### src/rtl/e203_exu_wbck_arb_pkg.sv
// Shared widths and encodings for the EXU write-back arbiter slice.
`ifndef E203_XLEN
`define E203_XLEN 32
`endif

`ifndef E203_RFIDX_WIDTH
`define E203_RFIDX_WIDTH 5
`endif

package e203_exu_wbck_arb_pkg;

   localparam int XLEN = `E203_XLEN;

   localparam int RFIDX_W = `E203_RFIDX_WIDTH;

   // Width of the starvation counter; STARVE_MAX must fit in it (1..15).
   localparam int STARVE_CNT_W = 4;

   // Which pipe produced a write-back entry.
   typedef enum logic {
      SRC_ALU   = 1'b0,
      SRC_LONGP = 1'b1
   } wbck_src_e;

   // Saturating increment used by the anti-starvation counter.
   function automatic logic [STARVE_CNT_W-1:0] starve_inc(
      input logic [STARVE_CNT_W-1:0] cnt,
      input logic [STARVE_CNT_W-1:0] max_cnt
   );
      return (cnt >= max_cnt) ? max_cnt : cnt + STARVE_CNT_W'(1);
   endfunction

endpackage

### src/rtl/e203_exu_wbck_arb_if.sv
// Handshake bundle for the ALU, long-pipe and regfile write-back channels.
interface e203_exu_wbck_arb_if
   import e203_exu_wbck_arb_pkg::*;
#(
   parameter int XLEN    = e203_exu_wbck_arb_pkg::XLEN,
   parameter int RFIDX_W = e203_exu_wbck_arb_pkg::RFIDX_W
);

   logic               alu_wbck_i_valid;
   logic               alu_wbck_i_ready;
   logic [XLEN-1:0]    alu_wbck_i_wdat;
   logic [RFIDX_W-1:0] alu_wbck_i_rdidx;
   logic               alu_wbck_i_rdwen;
   logic               alu_wbck_i_err;

   logic               longp_wbck_i_valid;
   logic               longp_wbck_i_ready;
   logic [XLEN-1:0]    longp_wbck_i_wdat;
   logic [RFIDX_W-1:0] longp_wbck_i_rdidx;
   logic               longp_wbck_i_err;

   logic               rf_wbck_o_valid;
   logic               rf_wbck_o_ready;
   logic [XLEN-1:0]    rf_wbck_o_wdat;
   logic [RFIDX_W-1:0] rf_wbck_o_rdidx;
   logic               rf_wbck_o_src;

   // Producer side: drives both write-back sources and the regfile ready.
   modport master (
      output alu_wbck_i_valid, alu_wbck_i_wdat, alu_wbck_i_rdidx,
             alu_wbck_i_rdwen, alu_wbck_i_err,
      input  alu_wbck_i_ready,
      output longp_wbck_i_valid, longp_wbck_i_wdat, longp_wbck_i_rdidx,
             longp_wbck_i_err,
      input  longp_wbck_i_ready,
      input  rf_wbck_o_valid, rf_wbck_o_wdat, rf_wbck_o_rdidx, rf_wbck_o_src,
      output rf_wbck_o_ready
   );

   // Arbiter side.
   modport slave (
      input  alu_wbck_i_valid, alu_wbck_i_wdat, alu_wbck_i_rdidx,
             alu_wbck_i_rdwen, alu_wbck_i_err,
      output alu_wbck_i_ready,
      input  longp_wbck_i_valid, longp_wbck_i_wdat, longp_wbck_i_rdidx,
             longp_wbck_i_err,
      output longp_wbck_i_ready,
      output rf_wbck_o_valid, rf_wbck_o_wdat, rf_wbck_o_rdidx, rf_wbck_o_src,
      input  rf_wbck_o_ready
   );

endinterface

### src/rtl/e203_exu_wbck_fifo.sv
// Two-entry valid/ready FIFO; the head is read straight out of the storage flops.
// A full FIFO refuses input even when it pops in the same cycle.
module e203_exu_wbck_fifo
   import e203_exu_wbck_arb_pkg::*;
#(
   parameter int WIDTH = 38
) (
   input  logic             clk,
   input  logic             rst_n,
   input  logic             i_valid,
   output logic             i_ready,
   input  logic [WIDTH-1:0] i_dat,
   output logic             o_valid,
   input  logic             o_ready,
   output logic [WIDTH-1:0] o_dat
);

   logic [WIDTH-1:0] mem [2];
   logic             wptr;
   logic             rptr;
   logic [1:0]       cnt;
   logic             push;
   logic             pop;

   assign i_ready = (cnt != 2'd2);
   assign o_valid = (cnt != 2'd0);
   assign o_dat   = mem[rptr];
   assign push    = i_valid & i_ready;
   assign pop     = o_valid & o_ready;

   // Pointer and occupancy bookkeeping; simultaneous push and pop leaves the count unchanged.
   always_ff @(posedge clk or negedge rst_n) begin
      if (!rst_n) begin
         wptr <= 1'b0;
         rptr <= 1'b0;
         cnt  <= 2'd0;
      end else begin
         if (push) wptr <= ~wptr;
         if (pop)  rptr <= ~rptr;
         case ({push, pop})
            2'b10:   cnt <= cnt + 2'd1;
            2'b01:   cnt <= cnt - 2'd1;
            default: cnt <= cnt;
         endcase
      end
   end

   // Entry storage; cleared on reset so the outputs read zero until the first write.
   always_ff @(posedge clk or negedge rst_n) begin
      if (!rst_n) begin
         mem[0] <= '0;
         mem[1] <= '0;
      end else if (push) begin
         mem[wptr] <= i_dat;
      end
   end

endmodule

### src/rtl/e203_exu_wbck_arb.sv
// Write-back arbiter: merges the ALU and long-pipe result streams into one
// registered regfile write stream, with an anti-starvation guard for the ALU.
module e203_exu_wbck_arb
   import e203_exu_wbck_arb_pkg::*;
#(
   parameter int XLEN       = e203_exu_wbck_arb_pkg::XLEN,
   parameter int RFIDX_W    = e203_exu_wbck_arb_pkg::RFIDX_W,
   parameter int STARVE_MAX = 4
) (
   input  logic                clk,
   input  logic                rst_n,
   e203_exu_wbck_arb_if.slave  wbck
);

   localparam int ENT_W = XLEN + RFIDX_W + 1;
   localparam logic [STARVE_CNT_W-1:0] STARVE_LIM = STARVE_CNT_W'(STARVE_MAX);

   logic                    fifo_i_ready;
   logic                    fifo_i_valid;
   logic [ENT_W-1:0]        fifo_i_dat;
   logic [ENT_W-1:0]        fifo_o_dat;
   logic                    space;
   logic                    alu_pri;
   logic                    grant_alu;
   logic                    grant_longp;
   logic [STARVE_CNT_W-1:0] starve_cnt;

   // Readies are forced low while reset is held, even though the empty FIFO has room.
   assign space   = fifo_i_ready & rst_n;
   assign alu_pri = wbck.alu_wbck_i_valid & (starve_cnt == STARVE_LIM);

   // Pick at most one source: long-pipe by default, ALU once it has been denied long enough.
   always_comb begin
      grant_alu   = 1'b0;
      grant_longp = 1'b0;
      if (space) begin
         if (alu_pri)                      grant_alu   = 1'b1;
         else if (wbck.longp_wbck_i_valid) grant_longp = 1'b1;
         else if (wbck.alu_wbck_i_valid)   grant_alu   = 1'b1;
      end
   end

   assign wbck.alu_wbck_i_ready   = grant_alu;
   assign wbck.longp_wbck_i_ready = grant_longp;

   // Suppressed writes are handshaken but never reach the FIFO.
   always_comb begin
      fifo_i_valid = 1'b0;
      fifo_i_dat   = '0;
      if (grant_alu) begin
         fifo_i_valid = wbck.alu_wbck_i_rdwen & ~wbck.alu_wbck_i_err;
         fifo_i_dat   = {SRC_ALU, wbck.alu_wbck_i_rdidx, wbck.alu_wbck_i_wdat};
      end else if (grant_longp) begin
         fifo_i_valid = ~wbck.longp_wbck_i_err;
         fifo_i_dat   = {SRC_LONGP, wbck.longp_wbck_i_rdidx, wbck.longp_wbck_i_wdat};
      end
   end

   // Count consecutive cycles where a waiting ALU result lost to the long-pipe; frozen while full.
   always_ff @(posedge clk or negedge rst_n) begin
      if (!rst_n) begin
         starve_cnt <= '0;
      end else if (space) begin
         if (wbck.alu_wbck_i_valid & grant_longp)
            starve_cnt <= starve_inc(starve_cnt, STARVE_LIM);
         else
            starve_cnt <= '0;
      end
   end

   e203_exu_wbck_fifo #(
      .WIDTH (ENT_W)
   ) u_fifo (
      .clk     (clk),
      .rst_n   (rst_n),
      .i_valid (fifo_i_valid),
      .i_ready (fifo_i_ready),
      .i_dat   (fifo_i_dat),
      .o_valid (wbck.rf_wbck_o_valid),
      .o_ready (wbck.rf_wbck_o_ready),
      .o_dat   (fifo_o_dat)
   );

   assign {wbck.rf_wbck_o_src, wbck.rf_wbck_o_rdidx, wbck.rf_wbck_o_wdat} = fifo_o_dat;

endmodule

### src/flat_wrapper.sv
// flat-port wrapper written by rule: the top's interface ports become plain ports
module e203_exu_wbck_arb_flat import e203_exu_wbck_arb_pkg::*;
#(
   parameter int XLEN       = e203_exu_wbck_arb_pkg::XLEN,
   parameter int RFIDX_W    = e203_exu_wbck_arb_pkg::RFIDX_W,
   parameter int STARVE_MAX = 4
)
  (clk, rst_n, wbck_alu_wbck_i_valid, wbck_alu_wbck_i_wdat, wbck_alu_wbck_i_rdidx, wbck_alu_wbck_i_rdwen, wbck_alu_wbck_i_err, wbck_alu_wbck_i_ready, wbck_longp_wbck_i_valid, wbck_longp_wbck_i_wdat, wbck_longp_wbck_i_rdidx, wbck_longp_wbck_i_err, wbck_longp_wbck_i_ready, wbck_rf_wbck_o_valid, wbck_rf_wbck_o_wdat, wbck_rf_wbck_o_rdidx, wbck_rf_wbck_o_src, wbck_rf_wbck_o_ready);
  e203_exu_wbck_arb_if #(.XLEN(XLEN), .RFIDX_W(RFIDX_W)) wbck_i ();
  input  logic clk;
  input  logic rst_n;
  input wire logic [$bits(wbck_i.alu_wbck_i_valid)-1:0] wbck_alu_wbck_i_valid;
  input wire logic [$bits(wbck_i.alu_wbck_i_wdat)-1:0] wbck_alu_wbck_i_wdat;
  input wire logic [$bits(wbck_i.alu_wbck_i_rdidx)-1:0] wbck_alu_wbck_i_rdidx;
  input wire logic [$bits(wbck_i.alu_wbck_i_rdwen)-1:0] wbck_alu_wbck_i_rdwen;
  input wire logic [$bits(wbck_i.alu_wbck_i_err)-1:0] wbck_alu_wbck_i_err;
  output wire logic [$bits(wbck_i.alu_wbck_i_ready)-1:0] wbck_alu_wbck_i_ready;
  input wire logic [$bits(wbck_i.longp_wbck_i_valid)-1:0] wbck_longp_wbck_i_valid;
  input wire logic [$bits(wbck_i.longp_wbck_i_wdat)-1:0] wbck_longp_wbck_i_wdat;
  input wire logic [$bits(wbck_i.longp_wbck_i_rdidx)-1:0] wbck_longp_wbck_i_rdidx;
  input wire logic [$bits(wbck_i.longp_wbck_i_err)-1:0] wbck_longp_wbck_i_err;
  output wire logic [$bits(wbck_i.longp_wbck_i_ready)-1:0] wbck_longp_wbck_i_ready;
  output wire logic [$bits(wbck_i.rf_wbck_o_valid)-1:0] wbck_rf_wbck_o_valid;
  output wire logic [$bits(wbck_i.rf_wbck_o_wdat)-1:0] wbck_rf_wbck_o_wdat;
  output wire logic [$bits(wbck_i.rf_wbck_o_rdidx)-1:0] wbck_rf_wbck_o_rdidx;
  output wire logic [$bits(wbck_i.rf_wbck_o_src)-1:0] wbck_rf_wbck_o_src;
  input wire logic [$bits(wbck_i.rf_wbck_o_ready)-1:0] wbck_rf_wbck_o_ready;
  assign wbck_i.alu_wbck_i_valid = wbck_alu_wbck_i_valid;
  assign wbck_i.alu_wbck_i_wdat = wbck_alu_wbck_i_wdat;
  assign wbck_i.alu_wbck_i_rdidx = wbck_alu_wbck_i_rdidx;
  assign wbck_i.alu_wbck_i_rdwen = wbck_alu_wbck_i_rdwen;
  assign wbck_i.alu_wbck_i_err = wbck_alu_wbck_i_err;
  assign wbck_alu_wbck_i_ready = wbck_i.alu_wbck_i_ready;
  assign wbck_i.longp_wbck_i_valid = wbck_longp_wbck_i_valid;
  assign wbck_i.longp_wbck_i_wdat = wbck_longp_wbck_i_wdat;
  assign wbck_i.longp_wbck_i_rdidx = wbck_longp_wbck_i_rdidx;
  assign wbck_i.longp_wbck_i_err = wbck_longp_wbck_i_err;
  assign wbck_longp_wbck_i_ready = wbck_i.longp_wbck_i_ready;
  assign wbck_rf_wbck_o_valid = wbck_i.rf_wbck_o_valid;
  assign wbck_rf_wbck_o_wdat = wbck_i.rf_wbck_o_wdat;
  assign wbck_rf_wbck_o_rdidx = wbck_i.rf_wbck_o_rdidx;
  assign wbck_rf_wbck_o_src = wbck_i.rf_wbck_o_src;
  assign wbck_i.rf_wbck_o_ready = wbck_rf_wbck_o_ready;
  e203_exu_wbck_arb #(.XLEN(XLEN), .RFIDX_W(RFIDX_W), .STARVE_MAX(STARVE_MAX)) u_core (.clk(clk), .rst_n(rst_n), .wbck(wbck_i));
endmodule
### config.mk
export PLATFORM = sky130hd
export DESIGN_NAME = e203_exu_wbck_arb_flat
export DESIGN_NICKNAME = d
export VERILOG_FILES = /design/src/rtl/e203_exu_wbck_arb_pkg.sv /design/src/rtl/e203_exu_wbck_arb_if.sv /design/src/rtl/e203_exu_wbck_fifo.sv /design/src/rtl/e203_exu_wbck_arb.sv /design/src/flat_wrapper.sv
export SDC_FILE = /design/constraint.sdc
export NUM_CORES = 1
export LEC_CHECK = 0
export ABC_AREA = 1
export CORE_ASPECT_RATIO = 1.2
export CORE_MARGIN = 3
export CORE_UTILIZATION = 50
export CTS_BUF_LIST = sky130_fd_sc_hd__clkbuf_2 sky130_fd_sc_hd__clkbuf_4 sky130_fd_sc_hd__clkbuf_8
export DETAILED_ROUTE_END_ITERATION = 7
export HOLD_SLACK_MARGIN = 0.08
export PLACE_DENSITY = 0.92
export SETUP_SLACK_MARGIN = 0.2
export SLEW_MARGIN = 20
export SYNTH_ARGS = -nofsm -noshare
export SYNTH_HDL_FRONTEND = slang
export SYNTH_SLANG_ARGS = --single-unit
### constraint.sdc
create_clock -name clk -period 2.6 [get_ports clk]
set_input_delay 0.26 -clock clk [delete_from_list [all_inputs] [get_ports clk]]
set_output_delay 0.26 -clock clk [all_outputs]
set_load 0.02 [all_outputs]
==> results of run 1 <==
## layout make-up
type	instances	area, um2	share of cell area, %
timing repair buffer	139	1350	22.7
clock inverter	4	56.3	0.946
clock buffer	12	165	2.78
multi-input combinational	492	2070	34.8
sequential	84	2100	35.3
inverter	15	56.3	0.946
tap	117	146	2.46
## power groups by stage
stage	Clock, W	Combinational [W]	Sequential, W
CTS	0.00101	0.00294	0.00226
detailed placement	0	0.00293	0.00228
global placement	0	0.00283	0.00223
global route	0.00107	0.00323	0.00234
finish	0.00100	0.00295	0.00227
floorplan	0	0.00182	0.00217
## per-layer routing
layer	GRT usage, %	up-vias	wire length (um)
met3	3.59	31	761
met2	46.9	183	6690
met4	10.7	0	332
met5	0	-	0
li1	-	2196	-
met1	30.5	2189	4880
## Yosys cell counts
cell type,count,area (um2)
nand2_1,353,1330
nand3_1,117,586
dfrtp_1,84,2100
clkbuf_1,21,78.8
buf_2,14,70.1
inv_1,13,48.8
nor2_1,5,18.8
o21ai_0,5,25.0
buf_4,4,30.0
buf_6,3,33.8
ha_1,3,37.5
buf_1,2,7.51
inv_2,2,7.51
xor2_1,2,17.5
a21boi_2,1,11.3
a21oi_1,1,5.00
and2_1,1,6.26
nand2_2,1,6.26
nor2_2,1,6.26
nor3b_1,1,7.51
xnor2_1,1,8.76
## worst max path at each step
stage                                          start                                to  slack, ns  depth (start not counted)
floorplan           u_core.starve_cnt[0]$_DFFE_PN0P_  u_core.u_fifo.cnt[1]$_DFFE_PN0P_       0.62                         13
global placement             wbck_longp_wbck_i_valid  u_core.u_fifo.cnt[1]$_DFFE_PN0P_       0.28                         10
detailed placement           wbck_longp_wbck_i_valid  u_core.u_fifo.cnt[1]$_DFFE_PN0P_       0.16                         10
CTS                 u_core.starve_cnt[0]$_DFFE_PN0P_             wbck_alu_wbck_i_ready       0.29                          8
global route          u_core.u_fifo.rptr$_DFFE_PN0P_           wbck_rf_wbck_o_wdat[14]       0.30                          5
finish                u_core.u_fifo.rptr$_DFFE_PN0P_           wbck_rf_wbck_o_wdat[22]       0.40                          4
## kinds of logic after synthesis
group | count (synthesis) | share of synthesized area (%)
AND/OR/NAND/NOR | 479 | 44.1
flip-flops | 84 | 47.4
buffers and inverters | 59 | 6.23
AO/OA/AOI/OAI | 7 | 0.930
XOR/XNOR | 3 | 0.592
adder cells (fa/ha/maj) | 3 | 0.846
## flip-flops by register name, summed over array words and instances (netlist names)
| name | flops |
|---|---|
| u_core.u_fifo.mem | 76 |
| u_core.starve_cnt | 4 |
| u_core.u_fifo.cnt | 2 |
| u_core.u_fifo.rptr | 1 |
| u_core.u_fifo.wptr | 1 |
## metrics by stage
stage	instances	instance area, um2	setup slack, ns
global placement	844	5700	0.281
detailed placement	844	5700	0.160
global route	863	5950	0.299
floorplan	635	4440	0.625
CTS	860	5920	0.291
finish	863	5950	0.396
## critical path, stage by stage, from the launching register on
cell	delay [ns]
dfrtp_1	0.35
buf_4	0.39
nand2_1	0.11
nand2_1	0.09
clkdlybuf4s50_1	0.65
## timing repair
| item | CTS | global route |
|---|---|---|
| hold endpoints to repair | 0 | 0 |
| pin swaps | 1 | 1 |
| setup buffers | 0 | 3 |
| resized for setup | 1 | 1 |
| setup endpoints to repair | 1 | 2 |
==> results.tsv, run 1 <==
metric	value	unit
cts_sinks	84	
setup_tns	0	ns
drt_pre_antenna_iters	5	
path_class	reg2out	
row_count	37	
hold_class	in2async	
hold_slack	0.0750	ns
finalHoldViolations	0	
cp.required	2.34	ns
period_minus_slack	2.20	ns
worstReg2RegStart	u_core.starve_cnt[0]$_DFFE_PN0P_	
tightest_slew	0.754	ns
r2r-end	u_core.u_fifo.cnt[1]$_DFFE_PN0P_	
p_switching	0.00265	W
cts-buffers-inserted	9	
place.gp.congestion	0.879	
synth-seq-area-share	47.4	%
avgSynthCellArea	6.99	um2
fp.dieH	109	um
grt_use_total	25.8	%
syn_inst	635	
antenna_left	0	
cp_max_fo	38	
setup_viol	0	
die_w	92.0	um
layout_common_cells	353 x nand2_1, 119 x clkdlybuf4s50_1, 117 x nand3_1	
postCtsHoldBufs	0	
clock_latency	0.35	ns
antenna_found_initial	0	
drt_wl_total	12.7	mm
layout-drive-gt1-share	5.23	%
vdd_drop_max	672	uV
maxCapViolCount	0	
leakage	3.23	nW
rsz0062_at_grt	false	
diodes	0	
p_sw_share	42.5	%
final_max_slew_viol_count	0	
pwr_density_cell	1050	nW/um2
final_nets	826	
ys_types	21	
vias_per_cell	5.33	
grt_first_pass_wirelength	20.7	mm
layout_commonest_cell	nand2_1	
final_util	69.1	%
startpoint_type	flip-flop	
h-tree-depth	3	
p_seq_share	36.5	%
cp-end-kind	primary output	
pwr-share-clk	16.1	%
root_buffer	clkbuf_8	
syn_nets	720	
cts.path.max_buffers	2	
r2r_slack	0.46	ns
outcome	finished, final reports clean	
dp_hpwl	8.37	mm
slew_headroom	49.7	%
grt_pass1_vias	4464	
netlist_area	4440	um2
ff2ff_path_depth	13	
cts_tree	done	
drc_errors	0	
area_delta_synth_final	34.0	%
dieArea	10000	um2
drt_iter0_markers	360	
grt_max_degree	85	
dr_total_vias	4599	
worstPathArrival	1.94	ns
ys_ff_latch	84	
io_pins	123	
period_share	84.8	%
gr-total-overflow	0	
fin_skew	0.0118	ns
fmax	454	MHz
nFillCells	703	
avgRoutedWirePerCell	14.7	um
coreArea	8610	um2
p_total	0.00622	W
yosysWarnings	0	
port-buffer-count	122	
internal_power	0.00358	W
start_util	51.6	%
power_frac_comb	47.4	%
path_clk_slew	0.08	ns
Power figures use the tool's default switching activity.
==> run 2, diff against run 1 <==
clock period = 2.3 ns   (was 2.6 ns; I/O delays follow)
==> run 2 against run 1 <==
Sequential share of layout area is 0.67 points lower. Via count is 0.63% higher. Sequential power is 12% higher. Routed wire length is 0.76% lower. Largest cell class unchanged. Clock skew is 0.0039 ns higher. Worst hold slack worse by 0.032 ns. Die area stayed put. Core utilization is 1.3 points higher.
==> results.tsv, run 2 (same netlist as run 1, synthesis figures left out) <==
metric	value	unit	change
outcome	finished, final reports clean		
place.gp.congestion	0.802		-8.7%
antenna_left	0		unchanged
drt_iter0_markers	389		+8.1%
leakage	3.64	nW	+13%
die_w	92.0	um	unchanged
nFillCells	673		-4.3%
cts.path.max_buffers	2		unchanged
multi_input_area	2090	um2	+0.85%
maxCapViolCount	0		unchanged
hold_class	in2async		
setup_tns	0	ns	unchanged
cpPeakStageDelay	0.61	ns	-0.04 ns
clock_latency	0.35	ns	about the same
period_share	89.6	%	
layout-drive-gt1-share	5.76	%	+0.54 points
startpoint_type	flip-flop		
row_count	37		unchanged
r2r-end	u_core.u_fifo.cnt[1]$_DFFE_PN0P_		
cp_max_fo	20		-47%
crit_slowest_cell	clkdlybuf4s50_1		
period_minus_slack	2.06	ns	
grt_first_pass_wirelength	20.5	mm	-0.57%
rsz0062_at_grt	true		
root_buffer	clkbuf_8		
final_max_slew_viol_count	0		unchanged
area_delta_synth_final	36.6	%	
cp-end-kind	primary output		
drc_errors	0		unchanged
cts-buffers-inserted	9		unchanged
largest_reg_flops	76		unchanged
cts_tree	done		
cts_sinks	84		unchanged
coreArea	8610	um2	unchanged
slew_headroom	49.2	%	-0.50 points
path_common_cell	nand2_1		
dp_hpwl	8.57	mm	+2.4%
top_register	u_core.u_fifo.mem		
grt_max_degree	85		unchanged
antenna_found_initial	0		unchanged
vias_per_cell	5.36		+0.63%
drt_pre_antenna_iters	4		-1
cp_cell_sequence	inv_1 -> buf_6 -> nand2_1 -> nand2_1 -> clkdlybuf4s50_1		
final_nets	826		unchanged
h-tree-depth	3		unchanged
layout_common_cells	352 x nand2_1, 117 x nand3_1, 93 x clkdlybuf4s50_1		
hold_slack	0.0426	ns	-0.0324 ns
pwr_density_cell	1150	nW/um2	+10%
port-buffer-count	122		unchanged
fp.dieH	109	um	unchanged
drt_wl_total	12.6	mm	-0.76%
dr_total_vias	4628		+0.63%
finalHoldViolations	0		unchanged
postCtsHoldBufs	0		unchanged
grt_use_total	25.5	%	-0.27 points
layout_commonest_cell	nand2_1		
worstPathArrival	1.83	ns	-0.11 ns
avgRoutedWirePerCell	14.6	um	-0.76%
p_total	0.00698	W	+12%
ff2ff_path_depth	12		-1
setup_viol	0		unchanged
tightest_slew	0.761	ns	+0.00745 ns
start_util	51.6	%	unchanged
cp.required	2.07	ns	-0.27 ns
ff_latch_area	2100	um2	unchanged
top_regs	u_core.u_fifo.mem (76), u_core.starve_cnt (4), u_core.u_fifo.cnt (2)		
path_class	reg2out		
vdd_drop_max	885	uV	+32%
fmax	485	MHz	
diodes	0		unchanged
r2r_slack	0.38	ns	-0.08 ns
grt_pass1_vias	4399		-1.5%
worstReg2RegStart	u_core.starve_cnt[0]$_DFFE_PN0P_		
gr-total-overflow	0		unchanged
path_clk_slew	0.10	ns	+0.02 ns
fin_skew	0.0157	ns	+0.00387 ns
dieArea	10000	um2	unchanged
io_pins	123		unchanged
-- run 2: layer usage --
layer	wire, um	track usage, %	part of all wire [%]	vias to the layer above
met5	0	0	0	-
met4	323	11.4	2.6	0
met3	735	3.24	5.8	29
met2	6810	46.0	54	184
met1	4710	30.5	37	2209
li1	-	-	-	2206
-- run 2: what timing repair did --
action                                  4_1_cts  5_1_grt
gates resized for setup                       7       36
endpoints found under the setup margin       21      112
buffers inserted                              0        0
-- run 2: through the flow --
stage | instances | instance area [um2] | setup slack (ns) | util, %
6_report | 863 | 6070 | 0.239 | 70.4
5_1_grt | 863 | 6070 | 0.149 | 70.4
4_1_cts | 863 | 5970 | 0.0960 | 69.3
3_5_place_dp | 847 | 5750 | 0.0686 | 66.8
3_3_place_gp | 847 | 5750 | 0.129 | 66.8
2_1_floorplan | 635 | 4440 | 0.325 | -
-- run 2: worst max path at each step --
stage	start	to	slack, ns	cells past startpoint
finish	u_core.u_fifo.rptr$_DFFE_PN0P_	wbck_rf_wbck_o_wdat[13]	0.24	5
global route	u_core.u_fifo.rptr$_DFFE_PN0P_	wbck_rf_wbck_o_wdat[7]	0.15	4
CTS	u_core.starve_cnt[0]$_DFFE_PN0P_	wbck_longp_wbck_i_ready	0.1	7
detailed placement	wbck_alu_wbck_i_valid	u_core.u_fifo.mem[8]$_DFFE_PN0P_	0.07	11
global placement	wbck_alu_wbck_i_valid	u_core.u_fifo.mem[11]$_DFFE_PN0P_	0.13	11
floorplan	u_core.starve_cnt[0]$_DFFE_PN0P_	u_core.u_fifo.cnt[1]$_DFFE_PN0P_	0.32	13
-- run 2: power breakdown --
part           leakage (nW)  switching [W]  total [W]  internal, W
registers              1.13       0.000396    0.00255      0.00215
logic                  2.40        0.00205    0.00335      0.00129
clock network         0.106       0.000526    0.00109     0.000563
total                  3.63        0.00297    0.00698      0.00401
-- run 2: worst max-delay path: cells and delay by family, from the launching register on --
| kind | cells | cell delay, ns |
|---|---|---|
| buf+inv | 3 | 0.93 |
| flops | 1 | 0.40 |
| simple gates | 2 | 0.16 |
-- run 2: layout make-up --
type / instances / share of cell area [%]
timing repair buffer: 139 / 24.1
multi-input combinational: 492 / 34.5
inverter: 15 / 0.928
sequential: 84 / 34.7
tap: 117 / 2.41
clock buffer: 11 / 2.50
clock inverter: 5 / 0.990
==> run 3, diff against run 2 <==
clock period = 2.35 ns   (was 2.3 ns; I/O delays follow)
==> run 3 against run 2 <==
First-iteration DRC count shrank 2.8%. Largest cell class unchanged. Setup slack gained 0.071 ns. Highest routed layer unchanged. Critical endpoint is now wbck_rf_wbck_o_src. Core utilization shrank 0.99 points.
==> results.tsv, run 3 (same netlist as run 1, synthesis figures left out) <==
metric	value	unit	change
outcome	finished, final reports clean		
vdd_drop_max	661	uV	-25%
final_nets	827		+0.12%
period_minus_slack	2.04	ns	
gr-total-overflow	0		unchanged
pwr-share-clk	14.5	%	-1.1 points
maxCapViolCount	0		unchanged
antenna_found_initial	0		unchanged
diodes	0		unchanged
top_regs	u_core.u_fifo.mem (76), u_core.starve_cnt (4), u_core.u_fifo.cnt (2)		
antenna_left	0		unchanged
hold_class	in2async		
power_frac_comb	48.8	%	+0.9 points
internal_power	0.00390	W	-2.7%
vias_per_cell	5.27		-1.7%
path_class	reg2out		
drt_pre_antenna_iters	5		+1
cp-end-kind	primary output		
root_buffer	clkbuf_8		
dp_hpwl	8.53	mm	-0.54%
h-tree-depth	3		unchanged
io_pins	123		unchanged
p_switching	0.00288	W	-3.1%
area_delta_synth_final	34.7	%	
cts_tree	done		
rsz0062_at_grt	true		
cpPeakStageDelay	0.61	ns	about the same
fmax	490	MHz	
avgRoutedWirePerCell	14.8	um	+1.3%
grt_first_pass_wirelength	20.8	mm	+1.4%
leakage	3.29	nW	-9.6%
grt_pass1_vias	4486		+2.0%
drt_wl_total	12.7	mm	+1.2%
layout-drive-gt1-share	5.64	%	-0.13 points
cp_num_buf_inv	3		unchanged
place.gp.congestion	0.804		+0.30%
row_count	37		unchanged
tightest_slew	0.753	ns	-0.00836 ns
crit_slowest_cell	clkdlybuf4s50_1		
largest_reg_flops	76		unchanged
cts.path.max_buffers	2		unchanged
critPathTopFamily	buffers and inverters		
grt_max_degree	85		unchanged
p_seq_share	36.7	%	+0.2 points
p_sw_share	42.5	%	-0.10 points
final.setup.worst_slack	0.310	ns	+0.0705 ns
layout_common_cells	352 x nand2_1, 117 x nand3_1, 114 x clkdlybuf4s50_1		
dr_total_vias	4545		-1.8%
nFillCells	670		-0.45%
setup_viol	0		unchanged
period_share	86.8	%	
cts-buffers-inserted	9		unchanged
cts_sinks	84		unchanged
path_common_cell	nand2_1		
dieArea	10000	um2	unchanged
coreArea	8610	um2	unchanged
path_clk_slew	0.08	ns	-0.02 ns
place_area	5740	um2	-0.13%
startpoint_type	flip-flop		
cp_max_fo	17		-15%
postCtsHoldBufs	0		unchanged
cp_cell_sequence	inv_1 -> buf_4 -> nand2_1 -> nand2_1 -> clkdlybuf4s50_1		
fp.dieH	109	um	unchanged
finalHoldViolations	0		unchanged
pwr_density_cell	1130	nW/um2	-1.5%
clock_latency	0.34	ns	about the same
dpl_worst_slack	0.0548	ns	-0.0138 ns
layout_commonest_cell	nand2_1		
worstPathArrival	1.81	ns	-0.02 ns
setup_tns	0	ns	unchanged
port-buffer-count	122		unchanged
slew_headroom	49.8	%	+0.56 points
fin_skew	0.0111	ns	-0.00466 ns
drt_iter0_markers	378		-2.8%
postLayoutCellArea	5980	um2	-1.4%
grt_use_total	25.9	%	+0.45 points
cp.required	2.12	ns	+0.05 ns
top_register	u_core.u_fifo.mem		
drc_errors	0		unchanged
final_max_slew_viol_count	0		unchanged
p_total	0.00679	W	-2.8%
start_util	51.6	%	unchanged
die_w	92.0	um	unchanged
-- run 3: cell count changes in the layout (fill, tap and decap cells not counted), sizes merged --
cell           delta
dlygate4sd2       -1
clkdlybuf4s50    +21
dlymetal6s2s     -20
buf               +1
clkinv            -1
clkinvlp          -1
-- run 3: cell type report --
| class | count | area (um2) | share of cell area (%) |
|---|---|---|---|
| multi-input cells | 492 | 2080 | 34.7 |
| clock buffers | 11 | 139 | 2.32 |
| well taps | 117 | 146 | 2.45 |
| clock inverters | 3 | 40.0 | 0.669 |
| repair buffers | 140 | 1420 | 23.7 |
| inverters | 15 | 56.3 | 0.941 |
| flip-flops and latches | 84 | 2100 | 35.1 |
-- run 3: final timing paths --
kind                                                    from                                 to  slack, ns  cells past startpoint
hold reg to reg            u_core.u_fifo.mem[22]$_DFFE_PN0P_  u_core.u_fifo.mem[22]$_DFFE_PN0P_       0.47                      2
setup reg to reg            u_core.starve_cnt[0]$_DFFE_PN0P_   u_core.u_fifo.cnt[1]$_DFFE_PN0P_       0.34                     13
min in group clk                                       rst_n   u_core.starve_cnt[1]$_DFFE_PN0P_       0.44                      5
setup / recovery              u_core.u_fifo.rptr$_DFFE_PN0P_                 wbck_rf_wbck_o_src       0.31                      5
max in group asynchronous                              rst_n  u_core.u_fifo.mem[37]$_DFFE_PN0P_       1.76                      2
hold / removal                                         rst_n   u_core.starve_cnt[0]$_DFFE_PN0P_       0.08                      2
-- run 3: power groups by stage --
| stage | sequential, W | clock, W | combinational (W) |
|---|---|---|---|
| 5_1_grt | 0.00257 | 0.00105 | 0.00364 |
| 4_1_cts | 0.00248 | 0.000986 | 0.00330 |
| 2_1_floorplan | 0.00240 | 0 | 0.00201 |
| 6_report | 0.00249 | 0.000981 | 0.00331 |
| 3_3_place_gp | 0.00245 | 0 | 0.00318 |
| 3_5_place_dp | 0.00250 | 0 | 0.00329 |
-- run 3: through the flow --
step	hold slack [ns]	util, %	cells
floorplan	-0.0606	-	635
global placement	0.453	66.7	846
detailed placement	0.459	66.7	846
CTS	0.244	68.9	860
global route	0.137	69.5	862
finish	0.0765	69.5	862
-- run 3: timing repair --
action	CTS	global route
setup buffers	0	2
pin swaps	0	0
endpoints found under the setup margin	34	99
resized for setup	8	14
-- run 3: routing by layer --
layer | GRT usage (%) | up-vias | wire length, um
met5 | 0 | - | 0
met4 | 12.5 | 0 | 444
met3 | 3.45 | 34 | 686
met2 | 46.9 | 190 | 6670
met1 | 30.4 | 2127 | 4920
li1 | - | 2194 | -
